[config.mk]
export PLATFORM = sky130hd
export DESIGN_NAME = modelo_planta_termica
export DESIGN_NICKNAME = d
export VERILOG_FILES = /design/src/rtl/modelo_planta_termica.sv
export SDC_FILE = /design/constraint.sdc
export NUM_CORES = 1
export LEC_CHECK = 0
export BUFFER_PORTS_ARGS = -buffer_cell sky130_fd_sc_hd__buf_2
export CAP_MARGIN = 0
export CORE_MARGIN = 3
export CORE_UTILIZATION = 55
export CTS_CLUSTER_SIZE = 25
export DETAILED_ROUTE_END_ITERATION = 10
export PLACE_DENSITY = 0.87
export SLEW_MARGIN = 10
export SYNTH_ARGS = -nofsm -noshare
export SYNTH_HDL_FRONTEND = slang
export SYNTH_SLANG_ARGS = --single-unit
[constraint.sdc]
create_clock -name clk -period 4.4 [get_ports clk]
set_input_delay 0.22 -clock clk [delete_from_list [all_inputs] [get_ports clk]]
set_output_delay 0.22 -clock clk [all_outputs]
set_load 0.005 [all_outputs]
[src/rtl/modelo_planta_termica.sv]
// ---------------------------------------------------------------------------
// modelo_planta_termica
//
// Closed-loop thermal plant emulator. It provides the temperature seen by the
// monitor (monitoreo_top) and reacts to the monitor's heater/fan commands.
// A registered temperature is updated once every PERIODO cycles while
// counting is enabled:
//   - heater only : rises by PASO_CAL
//   - fan only    : falls by PASO_VENT
//   - both        : unchanged, conflicto pulses for one cycle
//   - neither     : drifts one unit toward temp_ambiente (never overshoots)
// All results are clamped to [TEMP_MIN, TEMP_MAX]. A one-cycle preload strobe
// (cargar) places the temperature anywhere, also clamped.
//
// Optional build macro:
//   PLANTA_RUIDO_EN - adds +/-1 pseudo-random noise from an 8-bit Fibonacci
//                     LFSR (taps 8,6,5,4, seed 8'hA5) to every periodic
//                     update. Loads stay noise-free. Undefined by default.
//
// Ports:
//   clk            in   system clock, rising edge
//   srst           in   synchronous reset, active-high
//   habilitar      in   1 = periodic updates run
//   cargar         in   one-cycle preload strobe
//   temp_carga     in   preload value (ANCHO_TEMP bits, unsigned)
//   temp_ambiente  in   drift target (ANCHO_TEMP bits, unsigned)
//   calefactor     in   heater command
//   ventilador     in   fan command
//   temp_salida    out  plant temperature (registered)
//   muestra_valida out  one-cycle pulse after every update or load
//   saturado_alto  out  temp_salida == TEMP_MAX
//   saturado_bajo  out  temp_salida == TEMP_MIN
//   conflicto      out  one-cycle pulse: both commands high at an update
//   estado_planta  out  00 INACTIVO, 01 CONTANDO, 10 CARGA
// ---------------------------------------------------------------------------
module modelo_planta_termica #(
  parameter int ANCHO_TEMP   = 9,
  parameter int TEMP_INICIAL = 220,
  parameter int TEMP_MIN     = 100,
  parameter int TEMP_MAX     = 400,
  parameter int PASO_CAL     = 4,
  parameter int PASO_VENT    = 4,
  parameter int PERIODO      = 4
) (
  input  logic                  clk,
  input  logic                  srst,
  input  logic                  habilitar,
  input  logic                  cargar,
  input  logic [ANCHO_TEMP-1:0] temp_carga,
  input  logic [ANCHO_TEMP-1:0] temp_ambiente,
  input  logic                  calefactor,
  input  logic                  ventilador,
  output logic [ANCHO_TEMP-1:0] temp_salida,
  output logic                  muestra_valida,
  output logic                  saturado_alto,
  output logic                  saturado_bajo,
  output logic                  conflicto,
  output logic [1:0]            estado_planta
);

  // Two guard bits above the temperature width: one for the sign, one of
  // headroom so that temp + step cannot wrap even when TEMP_MAX sits at the
  // top of the unsigned range.
  localparam int AW = ANCHO_TEMP + 2;
  localparam int CW = $clog2(PERIODO);

  localparam logic signed [AW-1:0] MIN_S  = AW'(TEMP_MIN);
  localparam logic signed [AW-1:0] MAX_S  = AW'(TEMP_MAX);
  localparam logic signed [AW-1:0] CAL_S  = AW'(PASO_CAL);
  localparam logic signed [AW-1:0] VENT_S = AW'(PASO_VENT);
  localparam logic signed [AW-1:0] UNO_S  = AW'(1);

  localparam logic [CW-1:0]         CNT_ULT = CW'(PERIODO - 1);
  localparam logic [ANCHO_TEMP-1:0] T_INI   = ANCHO_TEMP'(TEMP_INICIAL);
  localparam logic [ANCHO_TEMP-1:0] T_MIN   = ANCHO_TEMP'(TEMP_MIN);
  localparam logic [ANCHO_TEMP-1:0] T_MAX   = ANCHO_TEMP'(TEMP_MAX);

  typedef enum logic [1:0] {
    INACTIVO = 2'b00,
    CONTANDO = 2'b01,
    CARGA    = 2'b10
  } estado_t;

  // Zero-extend an unsigned temperature into the signed working width.
  function automatic logic signed [AW-1:0] extender(input logic [ANCHO_TEMP-1:0] v);
    return $signed({2'b00, v});
  endfunction

  // Clamp a signed working value into [TEMP_MIN, TEMP_MAX].
  function automatic logic [ANCHO_TEMP-1:0] saturar(input logic signed [AW-1:0] v);
    logic signed [AW-1:0] r;
    if (v < MIN_S) begin
      r = MIN_S;
    end else if (v > MAX_S) begin
      r = MAX_S;
    end else begin
      r = v;
    end
    return ANCHO_TEMP'(r);
  endfunction

  // One unit toward the target; equal values leave the temperature alone,
  // so the result can never cross the target.
  function automatic logic signed [AW-1:0] deriva(input logic signed [AW-1:0] t,
                                                  input logic signed [AW-1:0] a);
    logic signed [AW-1:0] r;
    if (a > t) begin
      r = t + UNO_S;
    end else if (a < t) begin
      r = t - UNO_S;
    end else begin
      r = t;
    end
    return r;
  endfunction

  estado_t               estado, estado_nxt;
  logic [CW-1:0]         cnt, cnt_nxt;
  logic [ANCHO_TEMP-1:0] temp_nxt;
  logic                  mv_nxt;
  logic                  conf_nxt;
  logic                  actualizar;
  logic signed [AW-1:0]  temp_s;
  logic signed [AW-1:0]  paso_s;
  logic signed [AW-1:0]  paso_final;

  assign temp_s = extender(temp_salida);

  // A periodic update is due on this edge; a load on the same edge wins.
  assign actualizar = !cargar && (estado == CONTANDO) && habilitar && (cnt == CNT_ULT);

  // Step / drift term, before noise and clamping.
  always_comb begin
    paso_s = temp_s;
    case ({calefactor, ventilador})
      2'b10:   paso_s = temp_s + CAL_S;
      2'b01:   paso_s = temp_s - VENT_S;
      2'b11:   paso_s = temp_s;
      default: paso_s = deriva(temp_s, extender(temp_ambiente));
    endcase
  end

`ifdef PLANTA_RUIDO_EN
  logic [7:0]           lfsr;
  logic signed [AW-1:0] ruido_s;

  // Fibonacci LFSR x^8 + x^6 + x^5 + x^4 + 1, stepped once per update.
  always_ff @(posedge clk) begin
    if (srst) begin
      lfsr <= 8'hA5;
    end else if (actualizar) begin
      lfsr <= {lfsr[6:0], lfsr[7] ^ lfsr[5] ^ lfsr[4] ^ lfsr[3]};
    end
  end

  always_comb begin
    ruido_s = '0;
    case (lfsr[1:0])
      2'b01:   ruido_s = UNO_S;
      2'b10:   ruido_s = -UNO_S;
      default: ruido_s = '0;
    endcase
  end

  assign paso_final = paso_s + ruido_s;
`else
  assign paso_final = paso_s;
`endif

  // Next-state / next-output logic. Priority below srst: cargar, then the
  // periodic update.
  always_comb begin
    estado_nxt = estado;
    cnt_nxt    = cnt;
    temp_nxt   = temp_salida;
    mv_nxt     = 1'b0;
    conf_nxt   = 1'b0;
    if (cargar) begin
      estado_nxt = CARGA;
      cnt_nxt    = '0;
      temp_nxt   = saturar(extender(temp_carga));
      mv_nxt     = 1'b1;
    end else begin
      case (estado)
        INACTIVO: begin
          cnt_nxt = '0;
          if (habilitar) begin
            estado_nxt = CONTANDO;
          end
        end
        CONTANDO: begin
          if (!habilitar) begin
            estado_nxt = INACTIVO;
            cnt_nxt    = '0;
          end else if (actualizar) begin
            cnt_nxt  = '0;
            temp_nxt = saturar(paso_final);
            mv_nxt   = 1'b1;
            conf_nxt = calefactor & ventilador;
          end else begin
            cnt_nxt = cnt + CW'(1);
          end
        end
        CARGA: begin
          cnt_nxt    = '0;
          estado_nxt = habilitar ? CONTANDO : INACTIVO;
        end
        default: begin
          cnt_nxt    = '0;
          estado_nxt = INACTIVO;
        end
      endcase
    end
  end

  // ---- register stage: plant state ----
  always_ff @(posedge clk) begin
    if (srst) begin
      estado         <= INACTIVO;
      cnt            <= '0;
      temp_salida    <= T_INI;
      muestra_valida <= 1'b0;
      conflicto      <= 1'b0;
    end else begin
      estado         <= estado_nxt;
      cnt            <= cnt_nxt;
      temp_salida    <= temp_nxt;
      muestra_valida <= mv_nxt;
      conflicto      <= conf_nxt;
    end
  end

  assign estado_planta = estado;
  assign saturado_alto = (temp_salida == T_MAX);
  assign saturado_bajo = (temp_salida == T_MIN);

endmodule
==> results of run 1 <==
## kinds of logic after synthesis
kind of cell,after synthesis,share of synthesized area (%)
xor gates and xnor gates,10,4.50
and+or+nand+nor,88,24.3
DFF,15,15.4
adders and majority gates,17,10.9
AOI/OAI and AO/OA,85,34.1
buffers and inverters,33,7.97
muxes,5,2.83
## sequential cells by signal, indices dropped and copies added (netlist names)
name and count:
muestra_valida 1, cnt 2, temp_salida 9, conflicto 1
estado_planta 2
## path summary, 6_finish.rpt
kind,from,cells after the start,end,slack (ns)
worst max-delay path,temp_salida[3],11,temp_salida[2],0.55
worst max register to register,temp_salida[3],11,temp_salida[2],0.55
worst min register to register,cnt[0],1,cnt[0],0.44
worst min-delay path,temp_carga[7],3,temp_salida[7],0.17
## per-layer routing
metal / up-vias / wire length [µm] / track usage [%]
met5: - / 0 / 0
met2: 154 / 2440 / 42.2
met3: 17 / 668 / 3.42
met4: 0 / 110 / 5.96
met1: 957 / 2300 / 36.6
li1: 1031 / - / -
## power groups by stage
stage	Combinational, mW	Clock [mW]	Sequential [mW]
2_1_floorplan	0.181	0	0.157
3_3_place_gp	0.227	0	0.167
3_5_place_dp	0.232	0	0.167
4_1_cts	0.234	0.0805	0.164
5_1_grt	0.260	0.0847	0.166
6_report	0.239	0.0809	0.165
## tightest hold or removal path, delay by kind of cell
kind                   cells  cell delay (ns)
AOI/OAI and AO/OA          1             0.07
buffers and inverters      1             0.10
and+or+nand+nor            1             0.05
## placed cells by master, fill, tap and decap left out, types with 2 or more instances in the layout
master     netlist  final
buf_2            4     38
nor2_1          21     21
nand2_1         17     17
ha_1            17     17
nand3_1         15     15
o21ai_0         15     15
dfxtp_1         15     15
inv_1           14     14
a21oi_1         13     13
xnor2_1         10     10
a31oi_1          8      8
nor3_1           5      5
and3_1           5      5
a22oi_1          5      5
buf_4            1      5
nor4_1           4      4
nor2b_1          4      4
mux2i_1          4      4
a221oi_1         4      4
a221o_1          4      4
a211oi_1         3      3
a31o_2           3      3
clkbuf_4         0      3
a22o_1           2      2
or2_2            2      2
a2111oi_0        2      2
a211o_1          2      2
nand4_1          2      2
o31ai_1          2      2
o22ai_1          2      2
## cell type report
class                   instances  share of cell area, %
clock inverters                 1                  0.232
multi-input cells             205                   69.1
inverters                      15                   2.61
flip-flops and latches         15                   13.9
well taps                      44                   2.55
clock buffers                   3                   1.04
repair buffers                 43                   10.6
==> run_results.csv, run 1 <==
group,metric,value,unit
timing,worstMarginPinSlew,0.655,ns
setup_path,cp-start-kind,"flop",
power,power_switching,207,µW
setup_path,cp_num_buf_inv,1,
power,ir_drop,0.000177,V
timing,finalClockSkew,0.0113,ns
outcome,status,"finished, final reports clean",
global_route,first_global_vias,1977,
global_route,grt.total_usage,26.1,%
clocking,cts_tree,"built",
die,core-area,0.00320,mm²
clocking,cts_sinks,15,
die,num_rows,20,
power,p_sw_share,42.7,%
layout,final_cell_area,0.00216,mm²
setup_path,timing.setup.critical_path_class,"flop to flop",
layout,area_growth,10.9,%
yosys,synth_top_area_share,15.4,%
placement,place_ws,0.584,ns
routing,viasPerCell,6.62,
global_route,grt_pass1_wl,9060,µm
power,power_frac_clock,16.7,%
yosys,synth-edff-count,0,
setup_path,critPathTopFamily,"compound AO/OA/AOI/OAI gates",
yosys,ys_types,67,
worst_hold_path,hold_path.class,"input port to flop",
layout,fillers,290,
layout,drive_above_1_share,24.1,%
placement,dpl.hpwl,4260,µm
timing,hold_ws,0.172,ns
power,fin_total_pwr,484,µW
layout,instances_no_fill,326,
timing,fin_ws,0.554,ns
power,power_frac_comb,49.3,%
flow_run,drv_cap,0,
clocking,cts_max_path_buffers,2,
yosys,yosys_warnings,0,
setup_path,crit_fanout,15,
setup_path,cp.arrival,4.03,ns
clocking,cts_max_level,1,
routing,wl_per_cell,16.9,µm
yosys,syn_inst,253,
routing,drt_pass1_iterations,5,
die,die_h,65.5,µm
yosys,seq_area_frac_synth,15.4,%
yosys,async_reset_ff_share,0,%
setup_path,critPathRequiredTime,4.59,ns
timing,setup_viol,0,
die,dieArea,0.00429,mm²
timing,hold_viol_final,0,
yosys,synth_most_common_cell,"nor2_1",
placement,dp.cells,322,
yosys,synth_area,0.00195,mm²
global_route,gr-total-overflow,0,
die,initial_core_util,60.8,%
power,internal-power,278,µW
clocking,clk_pin_slew,0.10,ns
timing,slew_viol_final,0,
timing,fin_tns_setup,0,ns
power,power.leakage,0.912,nW
routing,wl,5520,µm
yosys,synth_fp_nets,294,
yosys,yosys_register_bits,15,
setup_path,end_kind,"flop",
yosys,yosysTopAreaCell,"dfxtp_1",
yosys,synth_commonest_cells,"nor2_1, ha_1, nand2_1",
layout,utilization,67.4,%
die,die_x,65.5,µm
global_route,grt_antenna_before_repair,0,
global_route,grt_max_degree,19,
clocking,clk_latency,0.29,ns
placement,portBuffers,38,
timing,slew_headroom,56.2,%
yosys,synthTopCellsByArea,"dfxtp_1, ha_1, xnor2_1, nor2_1, nand3_1",
routing,ant_nets,0,
layout,final_nets,324,
power,p_per_area,224,mW/mm²
timing,rsz0062_at_grt,"false",
clocking,root_buffer,"clkbuf_4",
layout,seqCellArea,300,µm²
yosys,synth_ff_type,"dfxtp_1",
setup_path,cp_common_cell,"a221o_1",
placement,place_area,0.00213,mm²
timing,final.min_clock_period,3.85,ns
setup_path,crit_chain,"inv_1 > ha_1 > and4_1 > and3b_4 > a2111o_1 > mux2_4 > a221o_1 > nand3_1 > a31o_4 > a21bo_1 > a221o_1",
yosys,avgSynthCellArea,7.70,µm²
power,p_seq_share,34.0,%
layout,multi_input_area,0.00149,mm²
routing,drtIter0Drc,259,
clocking,cts_made_buffers,3,
timing,max_freq,260,MHz
die,boundaryPins,39,
layout,diodes,0,
routing,num_vias,2159,
placement,routabilityCongestion,0.955,
clocking,post-cts-setup-buffers,0,
clocking,cts_hold_buf,0,
setup_path,cp_slowest_stage_delay,0.72,ns
routing,drc,0,
timing,period_share,87.4,%
setup_path,slowest_stage,"dfxtp_1",
clocking,cts_resized,0,
No activity file was read; power rests on OpenSTA's default activity.
==> run 2, diff against run 1 <==
REMOVE_ABC_BUFFERS = 1   (was default)
==> run_results.csv, run 2 (synthesized netlist as in run 1, its figures left out) <==
group,metric,value,unit
clocking,cts_tree,"built",
clocking,cts_made_buffers,3,
die,dieArea,0.00429,mm²
setup_path,r2r_slack,0.67,ns
power,power.leakage,0.917,nW
layout,top_register,"temp_salida",
power,fin_total_pwr,485,µW
layout,utilization,67.6,%
worst_hold_path,hp-start,"habilitar",
clocking,cts_sinks,15,
layout,area_growth,11.2,%
die,die_x,65.5,µm
global_route,grt_pass1_wl,9330,µm
power,p_sw_share,42.7,%
power,ir_drop,0.000199,V
clocking,clk_pin_slew,0.10,ns
setup_path,crit_fanout,12,
outcome,status,"finished, final reports clean",
routing,drc,0,
worst_hold_path,holdPathStages,3,
power,power_frac_comb,49.8,%
timing,slew_viol_final,0,
die,num_rows,20,
global_route,gr-total-overflow,0,
setup_path,critPathRequiredTime,4.58,ns
setup_path,end_kind,"flop",
global_route,first_global_vias,1989,
setup_path,cp.arrival,3.91,ns
power,power_frac_clock,17.1,%
routing,viasPerCell,6.56,
layout,final_cell_area,0.00217,mm²
layout,final_nets,325,
timing,final.min_clock_period,3.73,ns
timing,worstMarginPinSlew,0.765,ns
timing,period_share,84.7,%
die,boundaryPins,39,
routing,num_vias,2145,
routing,wl,5480,µm
timing,rsz0062_at_grt,"false",
power,p_per_area,224,mW/mm²
timing,setup_viol,0,
clocking,post-cts-setup-buffers,0,
placement,routabilityCongestion,0.934,
clocking,cts_max_level,1,
power,internal-power,278,µW
layout,drive_above_1_share,24.4,%
global_route,grt.total_usage,27.1,%
timing,finalClockSkew,0.0118,ns
worst_hold_path,hold_path.class,"input port to flop",
die,die_h,65.5,µm
flow_run,drv_cap,0,
clocking,cts_hold_buf,0,
timing,fin_tns_setup,0,ns
power,p_seq_share,33.1,%
power,power_switching,207,µW
timing,hold_viol_final,0,
clocking,clk_latency,0.30,ns
timing,slew_headroom,48.8,%
routing,drtIter0Drc,190,
setup_path,r2r-end,"temp_salida[2]",
placement,portBuffers,38,
global_route,grt_max_degree,19,
placement,place_area,0.00214,mm²
setup_path,timing.rr.start,"temp_salida[7]",
global_route,grt_antenna_before_repair,0,
layout,final_common_cell,"buf_2",
routing,drt_pass1_iterations,5,
worst_hold_path,min_to,"estado_planta[0]",
die,core-area,0.00320,mm²
die,initial_core_util,60.8,%
clocking,root_buffer,"clkbuf_4",
routing,wl_per_cell,16.8,µm
layout,largest_reg_flops,9,
setup_path,ff2ff_path_depth,12,
timing,hold_ws,0.166,ns
placement,dpl.hpwl,4250,µm
timing,max_freq,268,MHz
layout,layout_common_cells,"buf_2, nor2_1, nand2_1, ha_1",
clocking,cts_max_path_buffers,2,
layout,diodes,0,
clocking,cts_resized,0,
setup_path,cp-start-kind,"flop",
setup_path,timing.setup.critical_path_class,"flop to flop",
routing,ant_nets,0,
## run 2: cell count changes in the layout (fill, tap and decap cells not counted), sizes merged
cell	previous run	this run
buf	43	44
## run 2: per-layer routing
layer,track usage (%),wire length (µm),part of all wire (%),vias up
li1,-,-,-,1029
met1,36.6,2330,43,1004
met2,44.5,2580,47,102
met3,4.79,491,9.0,10
met4,6.74,83,1.5,0
met5,0,0,0,-
## run 2: how the worst max path moves through the flow
stage | startpoint | to | slack, ns
3_5_place_dp | temp_salida[7] | temp_salida[2] | 0.79
5_1_grt | temp_salida[7] | temp_salida[2] | 0.44
4_1_cts | temp_salida[7] | temp_salida[2] | 0.74
3_3_place_gp | temp_salida[7] | temp_salida[6] | 0.87
6_report | temp_salida[7] | temp_salida[2] | 0.67
2_1_floorplan | temp_salida[3] | temp_salida[2] | 0.66
## run 2: per-stage QoR
step / setup slack [ns] / std cells
3_5_place_dp: 0.788 / 323
4_1_cts: 0.736 / 327
2_1_floorplan: 0.656 / 235
6_report: 0.675 / 327
5_1_grt: 0.440 / 327
3_3_place_gp: 0.871 / 323
## run 2: final cells by class
type / count / area (µm²)
clock buffer: 3 / 22.5
clock inverter: 1 / 5.00
fill: 323 / 1040
inverter: 15 / 56.3
multi-input combinational: 205 / 1490
sequential: 15 / 300
tap: 44 / 55.1
timing repair buffer: 44 / 235
## run 2: critical path, cell delays in order, from the launching register on
cell,delay [ns]
dfxtp_1,0.68
inv_1,0.10
ha_1,0.30
o21ai_0,0.16
nor2_1,0.10
a2111oi_2,0.61
buf_4,0.27
nand4_1,0.09
a32o_1,0.33
a311oi_2,0.28
a31o_4,0.18
a21bo_1,0.20
a221o_1,0.30
## run 2: power by group through the flow
stage,logic [mW],clock network [mW],registers (mW)
after detailed placement,0.237,0,0.163
final,0.242,0.0830,0.161
after global placement,0.233,0,0.162
after floorplan,0.152,0,0.169
after global routing,0.269,0.0883,0.162
after CTS,0.238,0.0839,0.160
==> run 3, diff against run 2 <==
CORE_UTILIZATION = 51   (was 55)
PLACE_DENSITY = 0.85   (was 0.87)
clock period = 3.4 ns   (was 4.4 ns; I/O delays follow)
==> run_results.csv, run 3 (synthesized netlist as in run 1, its figures left out) <==
group,metric,value,unit
setup_path,cp_slowest_stage_delay,0.34,ns
layout,drive_above_1_share,34.8,%
routing,wl_per_cell,18.9,µm
layout,seqCellArea,308,µm²
timing,setup_viol,0,
die,dieArea,0.00459,mm²
global_route,grt_max_degree,19,
routing,num_vias,2391,
timing,slew_viol_final,0,
timing,worstMarginPinSlew,0.607,ns
worst_hold_path,min_to,"temp_salida[7]",
timing,fin_ws,0.0642,ns
global_route,global_route.usage.met3,6.49,%
layout,area_growth,22.8,%
routing,drc,0,
setup_path,cp_num_buf_inv,3,
outcome,status,"finished, final reports clean",
global_route,use_met1,35.6,%
placement,routabilityCongestion,0.985,
clocking,cts_made_buffers,3,
placement,place_ws,0.0477,ns
clocking,cts_max_path_buffers,2,
clocking,cts_sinks,15,
clocking,cts_tree,"built",
timing,finalClockSkew,0.00635,ns
global_route,grt_pass1_wl,9450,µm
die,die_x,67.8,µm
layout,final_nets,344,
die,die_h,67.8,µm
setup_path,r2r-end,"temp_salida[6]",
setup_path,cp.arrival,3.54,ns
layout,top_register,"temp_salida",
clocking,cts_hold_buf,0,
clocking,root_buffer,"clkbuf_8",
timing,final.min_clock_period,3.34,ns
die,initial_core_util,55.7,%
routing,ant_nets,0,
layout,layout_common_cells,"buf_2, buf_4, nor2_1, nand2_1, ha_1",
die,core-area,0.00349,mm²
setup_path,cp.depth,13,
setup_path,ff2ff_path_depth,13,
layout,utilization,68.4,%
power,fin_total_pwr,743,µW
clocking,clk_latency,0.26,ns
flow_run,drv_cap,0,
setup_path,slowest_stage,"dfxtp_2",
routing,viasPerCell,6.87,
die,num_rows,21,
routing,wl,6570,µm
timing,period_share,98.1,%
layout,multi_input_area,0.00154,mm²
global_route,grt.total_usage,27.0,%
die,boundaryPins,39,
setup_path,timing.rr.start,"temp_salida[6]",
global_route,grt_antenna_before_repair,0,
worst_hold_path,hold_path.class,"input port to flop",
setup_path,critPathTopFamily,"compound AO/OA/AOI/OAI gates",
timing,hold_viol_final,0,
setup_path,r2r_slack,0.06,ns
placement,dpl.hpwl,4660,µm
placement,portBuffers,38,
setup_path,end_kind,"flop",
power,ir_drop,0.000206,V
routing,drt_pass1_iterations,6,
routing,drtIter0Drc,380,
timing,max_freq,300,MHz
setup_path,critPathRequiredTime,3.60,ns
layout,diodes,0,
power,p_per_area,311,mW/mm²
global_route,gr-total-overflow,0,
clocking,clk_pin_slew,0.07,ns
setup_path,cp_common_cell,"buf_4",
global_route,busiest_layer,"met2",
worst_hold_path,hp-start,"temp_carga[7]",
setup_path,crit_fanout,8,
timing,slew_headroom,59.3,%
clocking,cts_max_level,1,
layout,final_common_cell,"buf_2",
layout,fillers,296,
setup_path,timing.setup.critical_path_class,"flop to flop",
global_route,first_global_vias,2031,
layout,largest_reg_flops,9,
global_route,grt_use_met2,42.2,%
setup_path,crit_chain,"inv_2 > ha_1 > a211oi_1 > nor2_1 > a2111oi_2 > buf_4 > mux2i_1 > mux2i_2 > a311oi_2 > a31o_4 > buf_4 > a221oi_2 > a211o_1",
setup_path,cp-start-kind,"flop",
power,power.leakage,1.03,nW
worst_hold_path,holdPathStages,3,
## run 3: cell count changes in the layout (fill, tap and decap cells not counted), moves of 2 or more
cell / before / now
dfxtp_1: 15 / 9
buf_4: 6 / 25
inv_2: 1 / 3
inv_1: 14 / 12
clkbuf_4: 3 / 0
o21ai_1: 1 / 3
clkbuf_8: 0 / 3
dfxtp_2: 0 / 6
o21ai_0: 15 / 13
## run 3: worst max path at each step
stage                     slack (ns)        endpoint      startpoint
after detailed placement        0.05  temp_salida[2]  temp_salida[4]
after global placement          0.12  temp_salida[2]  temp_salida[4]
after CTS                       0.02  temp_salida[2]  temp_salida[6]
after global routing           -0.08  temp_salida[2]  temp_salida[6]
final                           0.06  temp_salida[6]  temp_salida[6]
after floorplan                -0.34  temp_salida[2]  temp_salida[3]
## run 3: layout make-up
type	instances	area share, %
multi-input combinational	205	64.6
clock buffer	3	1.73
timing repair buffer	63	15.8
sequential	15	12.9
tap	46	2.41
clock inverter	1	0.209
inverter	15	2.36
## run 3: per-layer routing
metal,wire [µm],vias up
met2,2970,188
met5,0,-
met4,307,0
met1,2480,1101
met3,819,42
li1,-,1060
## run 3: what timing repair did
item | 4_1_cts | 5_1_grt
buffers inserted | 0 | 8
endpoints found under the setup margin | 0 | 7
resized for setup | 0 | 21
## run 3: metrics by stage
| step | cell area (µm²) | TNS, ns | hold slack [ns] | std cells |
|---|---|---|---|---|
| 4_1_cts | 2270 | 0 | 0.160 | 340 |
| 6_report | 2390 | 0 | 0.166 | 348 |
| 2_1_floorplan | 1850 | -1.01 | 0.239 | 235 |
| 3_3_place_gp | 2220 | 0 | 0.416 | 336 |
| 3_5_place_dp | 2220 | 0 | 0.425 | 336 |
| 5_1_grt | 2390 | -0.146 | 0.189 | 348 |
## run 3: worst min-delay path: stages
cell,delay [ns]
buf_2,0.11
a21oi_1,0.07
nand2_1,0.05
## run 3: where the power goes
part | total, mW | internal, mW | switching (mW)
Combinational | 0.394 | 0.166 | 0.228
Sequential | 0.199 | 0.189 | 0.00935
Clock | 0.151 | 0.0815 | 0.0694
